## src/rtl/alu_pkg.sv

```systemverilog
// Shared definitions for the Power ALU logic-unit arbiter: opcodes, FSM states, width.
// Optional statistics counters in alu_op_arbiter are enabled with ALU_ARB_STATS_EN.
package alu_pkg;

  localparam int WIDTH = 8;

  typedef logic [2:0] op_t;

  localparam op_t OP_AND   = 3'd0;
  localparam op_t OP_OR    = 3'd1;
  localparam op_t OP_XOR   = 3'd2;
  localparam op_t OP_XNOR  = 3'd3;
  localparam op_t OP_NAND  = 3'd4;
  localparam op_t OP_NOR   = 3'd5;
  localparam op_t OP_NOTA  = 3'd6;
  localparam op_t OP_PASSA = 3'd7;

  typedef enum logic [1:0] {
    ST_IDLE = 2'd0,
    ST_EXEC = 2'd1,
    ST_RESP = 2'd2
  } state_t;

endpackage

```

## src/rtl/alu_logic_8bit.sv

```systemverilog
// Combinational bitwise logic unit: op/a/b -> result. No state.
module alu_logic_8bit
  import alu_pkg::*;
#(
  parameter int W = WIDTH
) (
  input  logic [2:0]   op_i,
  input  logic [W-1:0] a_i,
  input  logic [W-1:0] b_i,
  output logic [W-1:0] res_o
);

  always_comb begin
    res_o = '0;
    case (op_i)
      OP_AND:   res_o = a_i & b_i;
      OP_OR:    res_o = a_i | b_i;
      OP_XOR:   res_o = a_i ^ b_i;
      OP_XNOR:  res_o = ~(a_i ^ b_i);
      OP_NAND:  res_o = ~(a_i & b_i);
      OP_NOR:   res_o = ~(a_i | b_i);
      OP_NOTA:  res_o = ~a_i;
      OP_PASSA: res_o = a_i;
      default:  res_o = '0;
    endcase
  end

endmodule

```

## src/rtl/alu_op_arbiter.sv

```systemverilog
// Two-port round-robin arbiter and IDLE/EXEC/RESP sequencer for the shared logic unit.
// Define ALU_ARB_STATS_EN to add saturating per-requester accept counters gnt_cnt0/gnt_cnt1.
module alu_op_arbiter
  import alu_pkg::*;
#(
  parameter int W = WIDTH
) (
  input  logic         clk,
  input  logic         rst_n,
  input  logic         req0_valid,
  output logic         req0_ready,
  input  logic [2:0]   req0_op,
  input  logic [W-1:0] req0_a,
  input  logic [W-1:0] req0_b,
  input  logic         req1_valid,
  output logic         req1_ready,
  input  logic [2:0]   req1_op,
  input  logic [W-1:0] req1_a,
  input  logic [W-1:0] req1_b,
  output logic         res_valid,
  input  logic         res_ready,
  output logic [W-1:0] res_data,
  output logic         res_id,
  output logic         res_zero,
`ifdef ALU_ARB_STATS_EN
  output logic [7:0]   gnt_cnt0,
  output logic [7:0]   gnt_cnt1,
`endif
  output logic [1:0]   dbg_state
);

  // Handshakes: a transfer happens on a rising edge where valid and ready are both high.
  // Requesters hold valid/op/operands until ready (dropping valid withdraws); the result
  // stays stable while res_valid is high and res_ready is low.
  state_t       state_q;
  logic         last_grant_q;
  logic [2:0]   op_q;
  logic [W-1:0] a_q, b_q;
  logic         id_q;
  logic         res_valid_q, res_id_q, res_zero_q;
  logic [W-1:0] res_data_q;

  logic         gnt0, gnt1, accept;
  logic [2:0]   op_d;
  logic [W-1:0] a_d, b_d, alu_res;
  logic         id_d;

  // Under contention the requester that did not win last time is granted.
  assign gnt0   = req0_valid & (~req1_valid | last_grant_q);
  assign gnt1   = req1_valid & (~req0_valid | ~last_grant_q);
  assign accept = (state_q == ST_IDLE) & (gnt0 | gnt1);

  assign req0_ready = rst_n & (state_q == ST_IDLE) & gnt0;
  assign req1_ready = rst_n & (state_q == ST_IDLE) & gnt1;

  assign id_d = gnt1;
  assign op_d = gnt1 ? req1_op : req0_op;
  assign a_d  = gnt1 ? req1_a  : req0_a;
  assign b_d  = gnt1 ? req1_b  : req0_b;

  alu_logic_8bit #(.W(W)) u_logic (
    .op_i  (op_q),
    .a_i   (a_q),
    .b_i   (b_q),
    .res_o (alu_res)
  );

  always_ff @(posedge clk or negedge rst_n) begin
    if (!rst_n) begin
      state_q      <= ST_IDLE;
      last_grant_q <= 1'b1;
      op_q         <= '0;
      a_q          <= '0;
      b_q          <= '0;
      id_q         <= 1'b0;
      res_valid_q  <= 1'b0;
      res_data_q   <= '0;
      res_id_q     <= 1'b0;
      res_zero_q   <= 1'b0;
    end else begin
      case (state_q)
        ST_IDLE: begin
          if (accept) begin
            op_q         <= op_d;
            a_q          <= a_d;
            b_q          <= b_d;
            id_q         <= id_d;
            last_grant_q <= id_d;
            state_q      <= ST_EXEC;
          end
        end
        ST_EXEC: begin
          res_data_q  <= alu_res;
          res_id_q    <= id_q;
          res_zero_q  <= (alu_res == '0);
          res_valid_q <= 1'b1;
          state_q     <= ST_RESP;
        end
        ST_RESP: begin
          if (res_ready) begin
            res_valid_q <= 1'b0;
            state_q     <= ST_IDLE;
          end
        end
        default: state_q <= ST_IDLE;
      endcase
    end
  end

  assign res_valid = res_valid_q;
  assign res_data  = res_data_q;
  assign res_id    = res_id_q;
  assign res_zero  = res_zero_q;
  assign dbg_state = state_q;

`ifdef ALU_ARB_STATS_EN
  logic [7:0] cnt0_q, cnt1_q;

  always_ff @(posedge clk or negedge rst_n) begin
    if (!rst_n) begin
      cnt0_q <= 8'd0;
      cnt1_q <= 8'd0;
    end else if (accept) begin
      if (!id_d && cnt0_q != 8'hFF) cnt0_q <= cnt0_q + 8'd1;
      if (id_d && cnt1_q != 8'hFF)  cnt1_q <= cnt1_q + 8'd1;
    end
  end

  assign gnt_cnt0 = cnt0_q;
  assign gnt_cnt1 = cnt1_q;
`endif

endmodule

```

## config.mk

```make
export PLATFORM = sky130hd
export DESIGN_NAME = alu_op_arbiter
export DESIGN_NICKNAME = d
export VERILOG_FILES = /design/src/rtl/alu_pkg.sv /design/src/rtl/alu_logic_8bit.sv /design/src/rtl/alu_op_arbiter.sv
export SDC_FILE = /design/constraint.sdc
export NUM_CORES = 1
export LEC_CHECK = 0
export CORE_ASPECT_RATIO = 1.4
export CORE_UTILIZATION = 35
export DETAILED_ROUTE_END_ITERATION = 8
export SETUP_SLACK_MARGIN = 0.02
export SYNTH_ARGS = -nofsm -noshare
export SYNTH_HDL_FRONTEND = slang
export SYNTH_SLANG_ARGS = --single-unit
```

## constraint.sdc

```tcl
create_clock -name clk -period 2.97 [get_ports clk]
set_input_delay 0.594 -clock clk [delete_from_list [all_inputs] [get_ports clk]]
set_output_delay 0.594 -clock clk [all_outputs]
set_load 0.005 [all_outputs]
```

==> metrics.md, run 1 <==
| Metric | Value |
|---|---|
| Most area-hungry cell type in the Yosys netlist | sky130_fd_sc_hd__dfrtp_1 |
| Sum of net half-perimeters after detailed placement | 3530 µm |
| Startpoint of the worst-slack reg-to-reg timing path | op_q[1]$_DFFE_PN0P_ |
| Multiplexer area fraction after synthesis | 26.7% |
| Setup CP Type | flip-flop to flip-flop |
| Top post-synthesis cells by count | sky130_fd_sc_hd__mux2i_1 (38), sky130_fd_sc_hd__dfrtp_1 (33), sky130_fd_sc_hd__nor2_1 (26) |
| Root Driver | sky130_fd_sc_hd__clkbuf_8 |
| Share of total power in sequential cells | 31.9% |
| Synthesized area divided by synthesized cell count | 9.73 µm² |
| Cells taking the most area after synthesis | sky130_fd_sc_hd__dfrtp_1 (36%), sky130_fd_sc_hd__mux2i_1 (16%), sky130_fd_sc_hd__ha_1 (8.6%), sky130_fd_sc_hd__a21oi_1 (5.0%), sky130_fd_sc_hd__nor2_1 (4.2%) |
| Area growth from synthesis to final layout | 30.5% |
| Endpoint of the most critical register-to-register path | res_zero$_DFFE_PN0P_ |
| Area share of the leading cell type in the synthesized netlist | 35.5% |
| Drt drc | 0 |
| Number of storage elements in the synthesis netlist | 34 |
| Worst VDD drop | 0.446 mV |
| RSZ-0062 raised after global routing | false |
| Number of enable flip-flop cells after synthesis | 0 |
| Outcome | completed |
| Post-synth cell types | 32 |
| Insertion delay to the later sink of the worst-skew pair | 0.28 ns |
| Maximum fanout encountered on the critical timing path | 17 |
| Final critical path time including I/O delays and setup | 2.53 ns |
| Final setup violating endpoints | 0 |
| Bufs on Longest Clock Path | 2 |
| Worst hold path type | primary input to asynchronous set/reset pin |
| Effective utilization at floorplan | 36.9% |
| Proportion of synthesized chip area in sequential cells | 36.7% |
| Top-level I/O count | 58 |
| Setup crit start kind | flip-flop |
| Maximum cell stage delay along the critical path | 0.82 ns |
| Worst max-slew margin expressed relative to the limit | 51.1% |
| Post-Route Utilization | 48.2% |
| # rows | 34 |
| Post-Synth Simple-Gate Area | 10.1% |
| Core Box Area | 0.00630 mm² |
| Total Neg Setup Slack | 0 ns |
| Leading cell type by number of instances after synthesis | sky130_fd_sc_hd__mux2i_1 |
| Pin count of the biggest net entering global routing | 41 |
| Number of nets with antenna violations after routing | 0 |
| Number of pins exceeding their max-slew limit in the final report | 0 |
| Signal arrival time at the worst endpoint | 2.72 ns |
| Net Sw Frac | 39.6% |
| Post-synthesis net count | 298 |
| Compound-cell area share of the yosys netlist | 11.0% |
| Iteration-0 DRC Markers | 38 |
| Most instantiated flip-flop cell in the synthesis netlist | sky130_fd_sc_hd__dfrtp_1 |
| Post-layout nets | 352 |
| Critical path, cell by cell | mux2_2 > mux4_2 > or4_1 > o31ai_1 |
| Wire per inst | 12.6 µm |
| Clock-pin slew of the registers on the worst-case setup and hold paths | 0.06 ns |
| Ant diodes | 0 |
| Horizontal die dimension | 70.9 µm |
| PortBufs | 57 |
| Fraction of final layout cells sized beyond drive strength 1 | 8.84% |
| FMAX | 395 MHz |
| CTS-repair resized insts | 0 |
| Post-Synth XOR/XNOR Area | 0% |
| Remaining global-route overflow | 0 |
| Router iterations before antenna repair | 6 |
| Number of endpoints with negative hold slack in the final report | 0 |
| CP Capture Type | flip-flop |
| Synth warn | 0 |
| Share of flip-flops with an asynchronous set or reset after synthesis | 100% |
| Die area | 0.00698 mm² |
| CTS Buf Count | 5 |
| Adder-cell share of the synthesized area | 8.61% |
| P_int | 1.82 mW |
| Standard cell with the maximum stage delay on the critical path | sky130_fd_sc_hd__dfrtp_1 |
| Clock power share | 11.5% |
| Data required time of the critical path | 3.16 ns |
| Cell count after synthesis | 239 |
| Number of global-route vias before repair | 1781 |
| Total power divided by cell area | 992 mW/mm² |
| CTS Sinks | 34 |
| CTS tree | built |
| Total leakage power | 1.44 nW |
| Floorplan die height | 98.4 µm |
| First-pass GRT wire length | 8250 µm |
| Number of setup buffers added after CTS | 0 |
| Gate power share | 56.6% |
| GRT Total Usage | 14.9% |
| Actual transition at the worst max-transition pin | 0.733 ns |
| Register-to-Register Setup Slack | 0.44 ns |
| Post-Synthesis Cell Area | 0.00232 mm² |
| Gp weighted congestion | 0.720 |
| Vias per cell | 4.94 |
| Skew final | 0.00318 ns |
| Post-route clock period utilization | 85.3% |
| Total vias in the final route | 1807 |
| Largest family of logic cells by synthesized area | multiplexers |
| Hold-fix buffers, CTS | 0 |
| Wirelength, routed | 4600 µm |
| Reported net switching power | 1.19 mW |
| CTS H-tree depth | 2 |
| Total of max-cap violations | 0 |
| Logic depth of the worst register-to-register path | 4 |
| Initial antenna violation count | 0 |
## critical path: cells and delay by family, from the launching register on
kind            cells  cell delay (ns)
flops               1             0.82
mux                 2             0.86
simple gates        1             0.53
compound gates      1             0.23
## through the flow
| stage | hold slack [ns] | area, µm² | worst slack, ns | power, mW | cells |
|---|---|---|---|---|---|
| 2_1_floorplan | 0.298 | 2320 | 0.714 | 2.21 | 239 |
| 3_3_place_gp | 0.459 | 2940 | 0.465 | 2.63 | 358 |
| 3_5_place_dp | 0.470 | 2940 | 0.426 | 2.69 | 358 |
| 4_1_cts | 0.450 | 3030 | 0.410 | 3.05 | 366 |
| 5_1_grt | 0.467 | 3030 | 0.275 | 3.33 | 366 |
| 6_report | 0.426 | 3030 | 0.438 | 3.01 | 366 |
## power by group through the flow
| stage | registers (mW) | logic, mW | clock network (mW) |
|---|---|---|---|
| after global routing | 1.01 | 1.94 | 0.381 |
| after global placement | 0.963 | 1.67 | 0 |
| after floorplan | 0.852 | 1.35 | 0 |
| after CTS | 0.968 | 1.73 | 0.358 |
| final | 0.960 | 1.70 | 0.345 |
| after detailed placement | 0.977 | 1.72 | 0 |
## sequential cells by signal, summed over array words and instances, names as in the netlist
name / flops
a_q: 8
b_q: 8
dbg_state: 2
id_q: 1
last_grant_q: 1
op_q: 3
res_data: 8
res_id: 1
res_valid: 1
res_zero: 1
## routing by layer
layer / global-route usage (%) / wire [µm]
met2: 26.0 / 2220
met5: 0 / 0
met1: 18.5 / 2120
met4: 5.08 / 77
met3: 2.66 / 175
## cells by family (layout without fill, tap and decap cells)
| group | after synthesis | count (layout) |
|---|---|---|
| adder cells (fa/ha/maj) | 16 | 16 |
| flip-flops | 34 | 34 |
| buffers and inverters | 36 | 91 |
| multiplexers | 55 | 55 |
| AO/OA/AOI/OAI | 43 | 43 |
| AND/OR/NAND/NOR | 55 | 55 |
## how the worst max path moves through the flow
stage                                      end                start  cells past startpoint
after floorplan           res_zero$_DFFE_PN0P_   a_q[3]$_DFFE_PN0P_                      6
after global placement              req1_ready           req1_valid                      5
after detailed placement  res_zero$_DFFE_PN0P_  op_q[1]$_DFFE_PN0P_                      6
after CTS                 res_zero$_DFFE_PN0P_  op_q[1]$_DFFE_PN0P_                      6
after global routing      res_zero$_DFFE_PN0P_  op_q[1]$_DFFE_PN0P_                      6
final                     res_zero$_DFFE_PN0P_  op_q[1]$_DFFE_PN0P_                      4
## layout by cell type, fill, tap and decap left out, types with 2 or more instances in the layout
cell type | Yosys | final
sky130_fd_sc_hd__mux2_2 | 5 | 5
sky130_fd_sc_hd__ha_1 | 16 | 16
sky130_fd_sc_hd__dfrtp_1 | 33 | 33
sky130_fd_sc_hd__clkdlybuf4s50_1 | 0 | 56
sky130_fd_sc_hd__a31oi_1 | 2 | 2
sky130_fd_sc_hd__mux2_1 | 7 | 7
sky130_fd_sc_hd__nand2_1 | 18 | 18
sky130_fd_sc_hd__nor3_1 | 2 | 2
sky130_fd_sc_hd__o31ai_1 | 3 | 3
sky130_fd_sc_hd__clkbuf_8 | 0 | 6
sky130_fd_sc_hd__a21oi_1 | 23 | 22
sky130_fd_sc_hd__o21ai_0 | 5 | 5
sky130_fd_sc_hd__mux2i_1 | 38 | 38
sky130_fd_sc_hd__nor2_1 | 26 | 26
sky130_fd_sc_hd__inv_1 | 20 | 20
sky130_fd_sc_hd__nand2b_1 | 3 | 3
sky130_fd_sc_hd__a21o_1 | 3 | 3
sky130_fd_sc_hd__a211oi_1 | 4 | 4
sky130_fd_sc_hd__buf_4 | 0 | 6
sky130_fd_sc_hd__nor2b_1 | 2 | 2
sky130_fd_sc_hd__mux4_2 | 4 | 4
## cell type report
cell class	count	area, µm²
inverters	20	75.1
fillers	629	3260
clock buffers	7	86.3
well taps	72	90.1
flip-flops and latches	34	852
repair buffers	63	611
clock inverters	1	5.00
multi-input cells	169	1310
Power figures use the tool's default switching activity.
==> run 2, diff against run 1 <==
--- a/config.mk
+++ b/config.mk
@@ -8,7 +8,8 @@
 export CORE_ASPECT_RATIO = 1.4
 export CORE_UTILIZATION = 35
 export DETAILED_ROUTE_END_ITERATION = 8
-export SETUP_SLACK_MARGIN = 0.02
+export PLACE_DENSITY_LB_ADDON = 0.05
+export SETUP_SLACK_MARGIN = 0.5
 export SYNTH_ARGS = -nofsm -noshare
 export SYNTH_HDL_FRONTEND = slang
 export SYNTH_SLANG_ARGS = --single-unit
==> run 2 against run 1 <==
Against the previous run:
- register-to-register slack improved by 0.18 ns
- via count is 1.5% higher
- hold slack better by 0.0068 ns
- utilization up 0.079 points
- count of clock-buffer cells in the layout up 1
- sequential power down 0.8%
- the run now ends with DRC left
- wire length rose by 4.8%
- non-clock buffer count grew 1
==> metrics.md, run 2 (same netlist as run 1, synthesis figures left out) <==
| Metric | Value |
|---|---|
| CTS Sinks | 34 (unchanged) |
| Design Power | 3.03 mW (+0.53%) |
| Family with the most delay on the worst path | buffers and inverters |
| Skew final | 0.00336 ns (+0.000172 ns) |
| Insertion delay to the later sink of the worst-skew pair | 0.28 ns (about the same) |
| Logic depth of the worst register-to-register path | 6 (+2) |
| Bufs on Longest Clock Path | 2 (unchanged) |
| Drt drc | 4 (+4) |
| Final setup violating endpoints | 0 (unchanged) |
| Post-Route Utilization | 48.3% (+0.079 points) |
| Total vias in the final route | 1835 (+1.5%) |
| CTS Buf Count | 5 (unchanged) |
| Startpoint of the worst-slack reg-to-reg timing path | a_q[3]$_DFFE_PN0P_ |
| Reported net switching power | 1.22 mW (+2.0%) |
| Total leakage power | 1.45 nW (+0.18%) |
| RSZ-0062 raised after global routing | false |
| Data required time of the critical path | 2.38 ns (-0.78 ns) |
| Cell occurring most often along the worst timing path | sky130_fd_sc_hd__clkdlybuf4s50_1 |
| Gp weighted congestion | 0.802 (+11%) |
| CTS tree | built |
| Core Box Area | 0.00630 mm² (unchanged) |
| PortBufs | 57 (unchanged) |
| Number of endpoints with negative hold slack in the final report | 0 (unchanged) |
| Clock power share | 10.8% (-0.7 points) |
| Number of buffer and inverter stages on the critical path | 3 (+3) |
| Maximum fanout encountered on the critical timing path | 3 (-14) |
| Setup CP Type | primary input to output pin |
| Endpoint of the most critical register-to-register path | res_zero$_DFFE_PN0P_ |
| # rows | 34 (unchanged) |
| Total power divided by cell area | 996 mW/mm² (+0.37%) |
| Total Neg Setup Slack | 0 ns (unchanged) |
| Ant diodes | 0 (unchanged) |
| Worst hold slack | 0.433 ns (+0.00682 ns) |
| Number of pins exceeding their max-slew limit in the final report | 0 (unchanged) |
| Floorplan die height | 98.4 µm (unchanged) |
| Wirelength, routed | 4820 µm (+4.8%) |
| Total cell area at the placement stage | 0.00295 mm² (+0.26%) |
| Most common library cell in the layout ignoring fill and taps | sky130_fd_sc_hd__clkdlybuf4s50_1 |
| Worst VDD drop | 0.663 mV (+49%) |
| Worst setup margin | 0.560 ns (+0.122 ns) |
| GRT Total Usage | 15.6% (+0.66 points) |
| FMAX | 415 MHz (+5.1%) |
| Final standard cell count with taps included and fillers excluded | 367 (+0.27%) |
| Vias per cell | 5.00 (+1.3%) |
| Critical path, cell by cell | clkdlybuf4s50_1 > inv_1 > o2111a_1 > clkdlybuf4s50_1 |
| Iteration-0 DRC Markers | 80 (+110%) |
| Area of combinational cells with multiple inputs | 0.00132 mm² (+0.67%) |
| Wire per inst | 13.1 µm (+4.5%) |
| Post-route cell area | 0.00304 mm² (+0.16%) |
| Maximum cell stage delay along the critical path | 0.50 ns (-0.32 ns) |
| Gate power share | 57.7% (+1.1 points) |
| Placed Instances | 359 (+0.28%) |
| Share of total power in sequential cells | 31.4% (-0.5 points) |
| Top-level I/O count | 58 (unchanged) |
| Number of setup buffers added after CTS | 0 (unchanged) |
| Pin count of the biggest net entering global routing | 41 (unchanged) |
| Total of max-cap violations | 0 (unchanged) |
| Remaining global-route overflow | 0 (unchanged) |
| Outcome | complete, but fails checks |
| Horizontal die dimension | 70.9 µm (unchanged) |
| Signal arrival time at the worst endpoint | 1.82 ns (-0.90 ns) |
| Standard cell with the maximum stage delay on the critical path | sky130_fd_sc_hd__clkdlybuf4s50_1 |
| Post-layout nets | 353 (+0.28%) |
| Clock-pin slew of the registers on the worst-case setup and hold paths | 0.07 ns (about the same) |
| Worst max-slew margin expressed relative to the limit | 59.3% (+8.1 points) |
| Filler Cells Inserted | 619 (-1.6%) |
| Actual transition at the worst max-transition pin | 0.611 ns (-0.122 ns) |
| Register-to-Register Setup Slack | 0.62 ns (+0.18 ns) |
| Area growth from synthesis to final layout | 30.7% |
| Worst setup slack before clock tree synthesis | 0.444 ns (+0.0188 ns) |
| Post-route clock period utilization | 81.1% (-4.1 points) |
| P_int | 1.81 mW (-0.40%) |
| Number of nets with antenna violations after routing | 0 (unchanged) |
| Sum of net half-perimeters after detailed placement | 3620 µm (+2.5%) |
| Final critical path time including I/O delays and setup | 2.41 ns (-0.122 ns) |
| Number of global-route vias before repair | 1800 (+1.1%) |
| Root Driver | sky130_fd_sc_hd__clkbuf_8 |
| CP Capture Type | output pin |
| Net Sw Frac | 40.2% (+0.56 points) |
| CTS H-tree depth | 2 (unchanged) |
| Die area | 0.00698 mm² (unchanged) |
| Effective utilization at floorplan | 36.9% (unchanged) |
| Fraction of final layout cells sized beyond drive strength 1 | 9.49% (+0.65 points) |
| Sequential cell area | 853 µm² (+0.15%) |
| First-pass GRT wire length | 8510 µm (+3.2%) |
| Worst hold path type | primary input to asynchronous set/reset pin |
| Initial antenna violation count | 0 (unchanged) |
| Setup crit start kind | primary input |
| Violated checks | DRC |
| Commonest cells after routing, fill and taps aside | sky130_fd_sc_hd__clkdlybuf4s50_1 (55), sky130_fd_sc_hd__mux2i_1 (38), sky130_fd_sc_hd__dfrtp_1 (32) |
| Router iterations before antenna repair | 8 (+2) |
-- run 2: area by class of cell --
type | instances | area share, %
Inverter | 20 | 2.47
Sequential cell | 34 | 28.1
Tap cell | 72 | 2.97
Timing Repair Buffer | 64 | 20.3
Multi-Input combinational cell | 169 | 43.5
Clock buffer | 8 | 2.64
-- run 2: power groups by stage --
stage	Sequential, mW	Clock [mW]	Combinational, mW
detailed placement	0.965	0	1.73
finish	0.952	0.328	1.75
CTS	0.958	0.344	1.75
global placement	0.958	0	1.70
floorplan	0.852	0	1.35
global route	1.01	0.366	1.97
-- run 2: worst max path at each step --
| stage | startpoint | end | slack [ns] | cells after the start |
|---|---|---|---|---|
| CTS | a_q[3]$_DFFE_PN0P_ | res_zero$_DFFE_PN0P_ | 0.54 | 6 |
| detailed placement | req1_valid | req1_ready | 0.44 | 5 |
| floorplan | a_q[3]$_DFFE_PN0P_ | res_zero$_DFFE_PN0P_ | 0.71 | 6 |
| global route | req1_valid | req0_ready | 0.52 | 4 |
| global placement | req1_valid | req1_ready | 0.46 | 5 |
| finish | req1_valid | req0_ready | 0.56 | 4 |
-- run 2: timing repair --
item | 4_1_cts | 5_1_grt
hold buffers | 0 | 0
resized for setup | 2 | 2
cloned | 0 | 0
endpoints found under the setup margin | 2 | 1
pin swaps | 0 | 1
-- run 2: layer usage --
metal  wire length [µm]  global-route usage [%]  part of all wire [%]  vias up
met1               2340                    20.4                    49      833
met4                 77                    6.00                   1.6        0
met3                245                    4.09                   5.1        8
met5                  0                       0                     0        -
met2               2160                    24.7                    45       57
li1                   -                       -                     -      937
